[config.mk]
export PLATFORM = sky130hd
export DESIGN_NAME = uart_rx
export DESIGN_NICKNAME = d
export VERILOG_FILES = /design/src/rtl/uart_pkg.sv /design/src/rtl/uart_baud_tick.sv /design/src/rtl/uart_rx.sv
export SDC_FILE = /design/constraint.sdc
export NUM_CORES = 1
export LEC_CHECK = 0
export CAP_MARGIN = 15
export CORE_AREA = 5 5 70 59
export DETAILED_ROUTE_END_ITERATION = 12
export DIE_AREA = 0 0 75 64
export PLACE_DENSITY = 0.76
export SETUP_SLACK_MARGIN = 0.1
export SLEW_MARGIN = 20
export SYNTH_ARGS = -nofsm -noshare
export SYNTH_HDL_FRONTEND = slang
export SYNTH_SLANG_ARGS = --single-unit
[constraint.sdc]
create_clock -name clk -period 2.14 [get_ports clk]
set_clock_uncertainty 0.05 [all_clocks]
set_input_delay 0.535 -clock clk [delete_from_list [all_inputs] [get_ports clk]]
set_output_delay 0.535 -clock clk [all_outputs]
set_load 0.01 [all_outputs]
[src/rtl/uart_pkg.sv]
// Shared UART definitions: receiver state encoding, oversampling ratio and
// the three-sample majority vote used for bit decisions.
package uart_pkg;

  localparam int unsigned OVERSAMPLE = 16;

  typedef enum logic [1:0] {
    IDLE  = 2'd0,
    START = 2'd1,
    DATA  = 2'd2,
    STOP  = 2'd3
  } rx_state_t;

  function automatic logic majority3(input logic a, input logic b, input logic c);
    return (a & b) | (a & c) | (b & c);
  endfunction

endpackage

[src/rtl/uart_baud_tick.sv]
// Reload counter producing a one-clock tick every DIV clocks.
// While clear is high the counter sits at 0, so the first tick after clear
// drops comes DIV clocks later and the tick phase follows the release.
module uart_baud_tick #(
  parameter int unsigned DIV = 1
) (
  input  logic clk,
  input  logic res_n,
  input  logic clear,
  output logic tick
);

  localparam int unsigned CW = (DIV > 1) ? $clog2(DIV) : 1;
  localparam logic [CW-1:0] LAST = CW'(DIV - 1);

  logic [CW-1:0] cnt_q;

  assign tick = !clear && (cnt_q == LAST);

  // Count 0..DIV-1 and reload; held at 0 while cleared
  always_ff @(posedge clk) begin
    if (!res_n || clear) begin
      cnt_q <= '0;
    end else if (cnt_q == LAST) begin
      cnt_q <= '0;
    end else begin
      cnt_q <= cnt_q + CW'(1);
    end
  end

endmodule

[src/rtl/uart_rx.sv]
// 8N1 UART receiver with 16x oversampling, majority-vote bit decisions,
// start/stop validation and a one-byte holding register.
//
// Handshake: valid high means data holds an unread byte; a transfer happens
// on every clock edge where valid && ready. data is stable while valid=1 and
// ready=0. valid drops after a transfer unless a new byte loads on that edge.
module uart_rx
  import uart_pkg::*;
#(
  parameter int unsigned CLK_FREQ = 50_000_000,
  parameter int unsigned BAUD     = 115200
) (
  input  logic       clk,
  input  logic       res_n,
  input  logic       rx,
  output logic [7:0] data,
  output logic       valid,
  input  logic       ready,
  output logic       frame_err,
  output logic       overrun,
  output rx_state_t  state_o
);

  localparam int unsigned DIV = CLK_FREQ / (BAUD * OVERSAMPLE);

  generate
    if (DIV < 1) begin : g_div_check
      $error("uart_rx: CLK_FREQ must be at least 16*BAUD");
    end
  endgenerate

  logic       rx_meta_q, rxs_q, rxs_prev_q;
  rx_state_t  state_q;
  logic [3:0] os_cnt_q;
  logic [2:0] bit_cnt_q;
  logic [2:0] samp_q;
  logic [7:0] shift_q;
  logic       done_q;
  logic       frame_err_q;
  logic [7:0] data_q;
  logic       valid_q;
  logic       overrun_q;

  logic tick;
  logic fall;
  logic maj_mid;
  logic maj_stop;

  // Two-flop synchroniser plus previous-value flop for edge detection
  always_ff @(posedge clk) begin
    if (!res_n) begin
      rx_meta_q  <= 1'b1;
      rxs_q      <= 1'b1;
      rxs_prev_q <= 1'b1;
    end else begin
      rx_meta_q  <= rx;
      rxs_q      <= rx_meta_q;
      rxs_prev_q <= rxs_q;
    end
  end

  assign fall = rxs_prev_q && !rxs_q;

  uart_baud_tick #(.DIV(DIV)) u_tick (
    .clk   (clk),
    .res_n (res_n),
    .clear (state_q == IDLE),
    .tick  (tick)
  );

  // Start/data decisions use the samples taken at os_cnt 7, 8 and 9. The stop
  // bit is decided on the os_cnt 9 tick itself, so its third sample is live.
  assign maj_mid  = majority3(samp_q[0], samp_q[1], samp_q[2]);
  assign maj_stop = majority3(samp_q[0], samp_q[1], rxs_q);

  // Receive FSM: frame timing, sampling, shifting and stop validation
  always_ff @(posedge clk) begin
    if (!res_n) begin
      state_q     <= IDLE;
      os_cnt_q    <= '0;
      bit_cnt_q   <= '0;
      samp_q      <= '0;
      shift_q     <= '0;
      done_q      <= 1'b0;
      frame_err_q <= 1'b0;
    end else begin
      done_q      <= 1'b0;
      frame_err_q <= 1'b0;
      if (state_q == IDLE) begin
        if (fall) begin
          state_q   <= START;
          os_cnt_q  <= '0;
          bit_cnt_q <= '0;
        end
      end else if (tick) begin
        os_cnt_q <= os_cnt_q + 4'd1;
        if (os_cnt_q == 4'd7) samp_q[0] <= rxs_q;
        if (os_cnt_q == 4'd8) samp_q[1] <= rxs_q;
        if (os_cnt_q == 4'd9) samp_q[2] <= rxs_q;
        case (state_q)
          START: begin
            if (os_cnt_q == 4'd15) state_q <= maj_mid ? IDLE : DATA;
          end
          DATA: begin
            if (os_cnt_q == 4'd15) begin
              shift_q   <= {maj_mid, shift_q[7:1]};
              bit_cnt_q <= bit_cnt_q + 3'd1;
              if (bit_cnt_q == 3'd7) state_q <= STOP;
            end
          end
          STOP: begin
            if (os_cnt_q == 4'd9) begin
              state_q <= IDLE;
              if (maj_stop) done_q <= 1'b1;
              else          frame_err_q <= 1'b1;
            end
          end
          default: ;
        endcase
      end
    end
  end

  // Holding register: load completed bytes, flag overrun when full and unread
  always_ff @(posedge clk) begin
    if (!res_n) begin
      data_q    <= '0;
      valid_q   <= 1'b0;
      overrun_q <= 1'b0;
    end else begin
      overrun_q <= 1'b0;
      if (done_q) begin
        if (!valid_q || ready) begin
          data_q  <= shift_q;
          valid_q <= 1'b1;
        end else begin
          overrun_q <= 1'b1;
        end
      end else if (valid_q && ready) begin
        valid_q <= 1'b0;
      end
    end
  end

  assign data      = data_q;
  assign valid     = valid_q;
  assign frame_err = frame_err_q;
  assign overrun   = overrun_q;
  assign state_o   = state_q;

endmodule
* After elaboration in Yosys (flattened, before gate mapping)
Index checks and enable logic that the tools add are counted.
Storage, ports and cells: bits in registers 40, input bits 4, output and inout port bits 13
Operators by class: $add $sub $neg 3, eq/ne operators 15, muxes and demuxes 23, bitwise operators 14, reductions and logical operators 27
Operator list (count):
- 2-to-1 mux 2 bit | 8
- 2-to-1 mux 3 bit | 5
- equality test 4 bit (second input constant) | 3
- 2-to-1 mux 4 bit | 3
- != test 3 x 2 -> 1 bit (second input constant) | 4
- AND reduction 3 bit | 3
- AND reduction 2 bit | 4
- AND reduction 4 bit | 2
- nonzero test 2 bit | 4
- AND reduction 7 bit | 1
- 2-to-1 mux 1 bit | 6
- case mux 2 bit (3 select lines) | 1
- adder 5 x 1 -> 5 bit (second input constant) | 1
- AND 1 bit | 5
- equality test 5 bit (second input constant) | 1
- inverter 1 bit | 5
- OR reduction 5 bit | 1
- adder 4 x 1 -> 4 bit (second input constant) | 1
- equality test 2 bit (second input constant) | 2
- equality test 4 x 3 -> 1 bit (second input constant) | 1
- logical NOT 1 bit | 4
- OR 1 bit | 4
- nonzero test 4 bit | 1
- adder 3 x 1 -> 3 bit (second input constant) | 1
- 8 further kinds | 11

* Logic depth before layout (Yosys ltp)
depth in word-level cells 8, depth in mapped cells 7

* Modules after synthesis
A second synthesis with hierarchy kept.
Unflattened totals: cell total of the unflattened synthesis 176, area total of the unflattened synthesis 1815.5 um^2
By module, submodules not included:
- uart_rx | instances 1, cells an instance 155, area each 1607.8 um^2, seq. area each 700.7 um^2
- uart_baud_tick | instances 1, cells an instance 21, area each 207.7 um^2, seq. area each 100.1 um^2

* Worst setup path after synthesis
Ideal clock, no wire load.
path kind reg-to-reg, from reg u_tick.cnt_q[0], to reg shift_q[1], arrival 1365 ps, required time 2018 ps, slack 653 ps, stages on the path, launching flop included 8, buffers on the path 2, period minus slack after synthesis 1487 ps, cell sequence dfxtp_1 -> inv_1 -> ha_1 -> and4b_1 -> buf_4 -> nand3_1 -> buf_6 -> mux2i_1
Between the ends: word-level cells in the longest chain between the ends 3
Ends and longest elaborated chain:
- from (decl) | line uart_baud_tick.sv:16 | logic [CW-1:0] cnt_q;
- from (signal assigned) | line uart_baud_tick.sv:27 | cnt_q <= cnt_q + CW'(1);
- equality test 5 bit | line uart_baud_tick.sv:18 | assign tick = !clear && (cnt_q == LAST);
- logical AND 1 bit | line uart_baud_tick.sv:18
- AND reduction 4 bit (no source line)
- to (signal assigned) | line uart_rx.sv:106 | shift_q <= {maj_mid, shift_q[7:1]};
- to (decl) | line uart_rx.sv:37 | logic [7:0] shift_q;
No other way between the ends. A chain may end at the register's enable or synchronous reset.

* Worst setup path in the final report
from reg state_q[0], in the netlist state_o[0], to out state_o[0]
RTL lines:
- from (decl) | line uart_rx.sv:33 | rx_state_t state_q;
- from (signal assigned) | line uart_rx.sv:102 | if (os_cnt_q == 4'd15) state_q <= maj_mid ? IDLE : DATA;
- to (decl) | line uart_rx.sv:21 | output rx_state_t state_o
No word-level cell between the ends.

==> run summary <==
Initial DRT Pass Iterations: 4
largest cells by area after synthesis: dfxtp_1 (45%), mux2i_1 (5.7%), ha_1 (5.0%)
post-route minimum period: 1.95 ns
post-route ant nets: 0
Die H: 64 um
I/O pins: 17
Final nets: 212
Mean Syn Cell Area: 9.43 um2
CP max stage cell: clkdlybuf4s50_1
share of the synthesized area in the top cell type: 45.4%
Yosys reg bits: 40
register area share after synthesis: 45.4%
initial DRC count: 85
port buffer count: 16
Post-CTS Resized: 0
hold path startpoint: rx_meta_q$_SDFF_PN1_
first-pass GRT wire length: 6.15 mm
setup violators final: 0
Setup crit start: state_o[0]$_SDFFE_PN0P_
status: complete, no violations
final WL: 3.62 mm
Max Clk Rate: 514 MHz
clk_lat worst skew: 0.29 ns
antenna diode count: 0
Post-route DRC: 0
Leakage: 0.784 nW
Post-Syn Area: 1760 um2
Num Clock Sinks: 40
PwrDens: 678 nW/um2
R2R Setup Slk: 0.42 ns
final core occ: 61.0%
Distinct cells, synth: 42
routed vias: 1414
RePlAce Congestion: 0.890
core box area: 3350 um2
Worst Tran Pin Value: 0.542 ns
delay-heaviest family, CP: buffers and inverters
fin crit share: 91.0%
Clk Tree Root Cell: clkbuf_8
Crit path arrival time: 1.36 ns
area leader, netlist: dfxtp_1
fillers: 283
Mapped Cells: 187
max-cap violation count: 0
Slew HR: 63.7%
via-per-instance ratio: 5.80
per-cell routed wire length: 14.9 um
die area: 4800 um2
Synth Warn #: 0
crit path capture type: output port
largest net degree at the start of global routing: 26
Buf+Inv Stages, Crit Path: 1
CP Max Fanout: 10
clock slew at reported path FFs: 0.08 ns
area grow syn2layout: 15.8%
CTS tree: yes
endpoints failing hold: 0
Worst setup SP type: register
Worst Path Required: 1.55 ns
clock buffer depth: 2
Crit Path Category: reg2out
Die Width: 75 um
vias in the first global route: 1376
H-tree depth: 2
Hold WC Path Type: reg2reg
critical-path cell list: clkdlybuf4s50_1
RR Startpoint: u_tick.cnt_q[0]$_SDFF_PP0_
GRT overflow: 0
cts hold-fix bufs: 0
row count: 19
dpl hpwl: 2.69 mm
Max Slew Vio Count: 0
GRT Total Usage: 16.7%
CTS buffer count: 5
CP max stage delay: 0.59 ns
setup_tns: 0 ns
setup repair after global routing missed its margin: no
Initial Util: 52.6%
layout cell share with drive strength beyond 1: 6.93%
postcts setup bufs: 0
maximum VDD drop: 0.000486 V
Synthesized Nets: 198
initial antenna violation count: 0
==> placed cells by master (no fill, tap or decap), types with 2 or more instances in the layout <==
master and instances:
a21oi_1 14, and3_1 2, and4b_1 2, buf_4 3, clkbuf_8 5, clkdlybuf4s50_1 16
dfxtp_1 40, ha_1 7, inv_1 7, maj3_1 2, mux2i_1 10, nand2_1 15
nand2b_1 5, nand3_1 15, nand4_1 8, nor2_1 7, nor2b_1 2, nor3_1 2
nor3b_1 2, o2111ai_1 2, o211ai_1 4, o21ai_0 8, o31ai_1 2, or4_1 2
xor2_1 2
==> per-stage QoR <==
stage	worst slack [ns]	hold WS (ns)	cell area, um2	power [mW]	std cells
after global placement	0.326	0.346	1940	0.805	236
final	0.193	0.361	2040	1.39	244
after CTS	0.197	0.365	2040	1.39	244
after floorplan	0.653	0.336	1760	0.793	187
after global routing	0.118	0.396	2040	1.44	244
after detailed placement	0.234	0.347	1940	0.807	236
==> cell type report <==
cell class                 instances  area, um2  share of cell area, %
sequential                        40        801                   39.2
multi-input combinational        128        873                   42.7
inverter                           7       26.3                   1.29
timing repair buffer              19        183                   8.94
clock inverter                     2       35.0                   1.71
clock buffer                       6       72.6                   3.55
tap                               42       52.6                   2.57
==> final timing paths <==
kind / to / depth (start not counted)
worst max-delay path: state_o[0] / 1
worst min-delay path: rxs_q$_SDFF_PN1_ / 1
worst max register to register: state_o[1]$_SDFFE_PN0P_ / 5
worst min register to register: rxs_q$_SDFF_PN1_ / 1
==> synth_stat cells <==
library cell	instances
mux2i_1	10
and3_1	2
o2111ai_2	1
nand4_1	8
inv_1	7
and4b_1	2
o41ai_1	1
o21ai_0	8
o211ai_1	4
nand4b_4	1
nand2b_1	5
xor2_1	2
or4_1	2
buf_1	1
nor3b_1	2
buf_6	1
nand3b_1	1
ha_1	7
a32o_1	1
o311ai_2	1
o31ai_1	2
o2111ai_1	2
or4b_1	1
xnor2_1	1
nor4_1	1
nor3_1	2
nand4b_1	1
nor2_1	7
o22ai_1	1
a221oi_1	1
dfxtp_1	40
nor2b_1	2
buf_2	3
o311ai_0	1
or2_2	1
buf_4	2
a21oi_1	14
nand2_1	15
nand3_1	15
maj3_1	2
clkbuf_1	5
and2_1	1
==> registers in the layout (all words and copies together) (netlist names) <==
name,flops
bit_cnt_q,3
state_o,2
u_tick.cnt_q,5
valid,1
os_cnt_q,4
rxs_prev_q,1
samp_q,3
overrun,1
rxs_q,1
shift_q,8
done_q,1
frame_err,1
data,8
rx_meta_q,1
==> cell families after synthesis <==
group,synth area share (%)
AND/OR/NAND/NOR,22.3
XOR/XNOR,1.49
multiplexers,5.67
AO/OA/AOI/OAI,14.0
adder cells (fa/ha/maj),6.10
flip-flops,45.4
buffers and inverters,5.11
==> per-layer routing <==
metal / vias up / wire length, um / global-route usage, %
li1: 705 / - / -
met1: 661 / 1680 / 21.6
met2: 43 / 1670 / 24.9
met3: 5 / 226 / 6.43
met4: 0 / 52 / 6.89
met5: - / 0 / 0
==> worst register-to-register path: cells and delay by family, from the launching register on <==
family	cells	cell delay, ns
and+or+nand+nor	2	0.67
DFF	1	0.34
AOI/OAI and AO/OA	1	0.31
adders and majority gates	1	0.20
buffers and inverters	1	0.06
==> where the power goes <==
part	total, mW	internal, mW	switching [mW]	leakage (nW)
sequential	0.752	0.748	0.00425	0.323
combinational	0.0376	0.0138	0.0239	0.406
clock	0.595	0.346	0.250	0.0552
total	1.39	1.11	0.278	0.784
No activity file was read; power rests on OpenSTA's default activity.
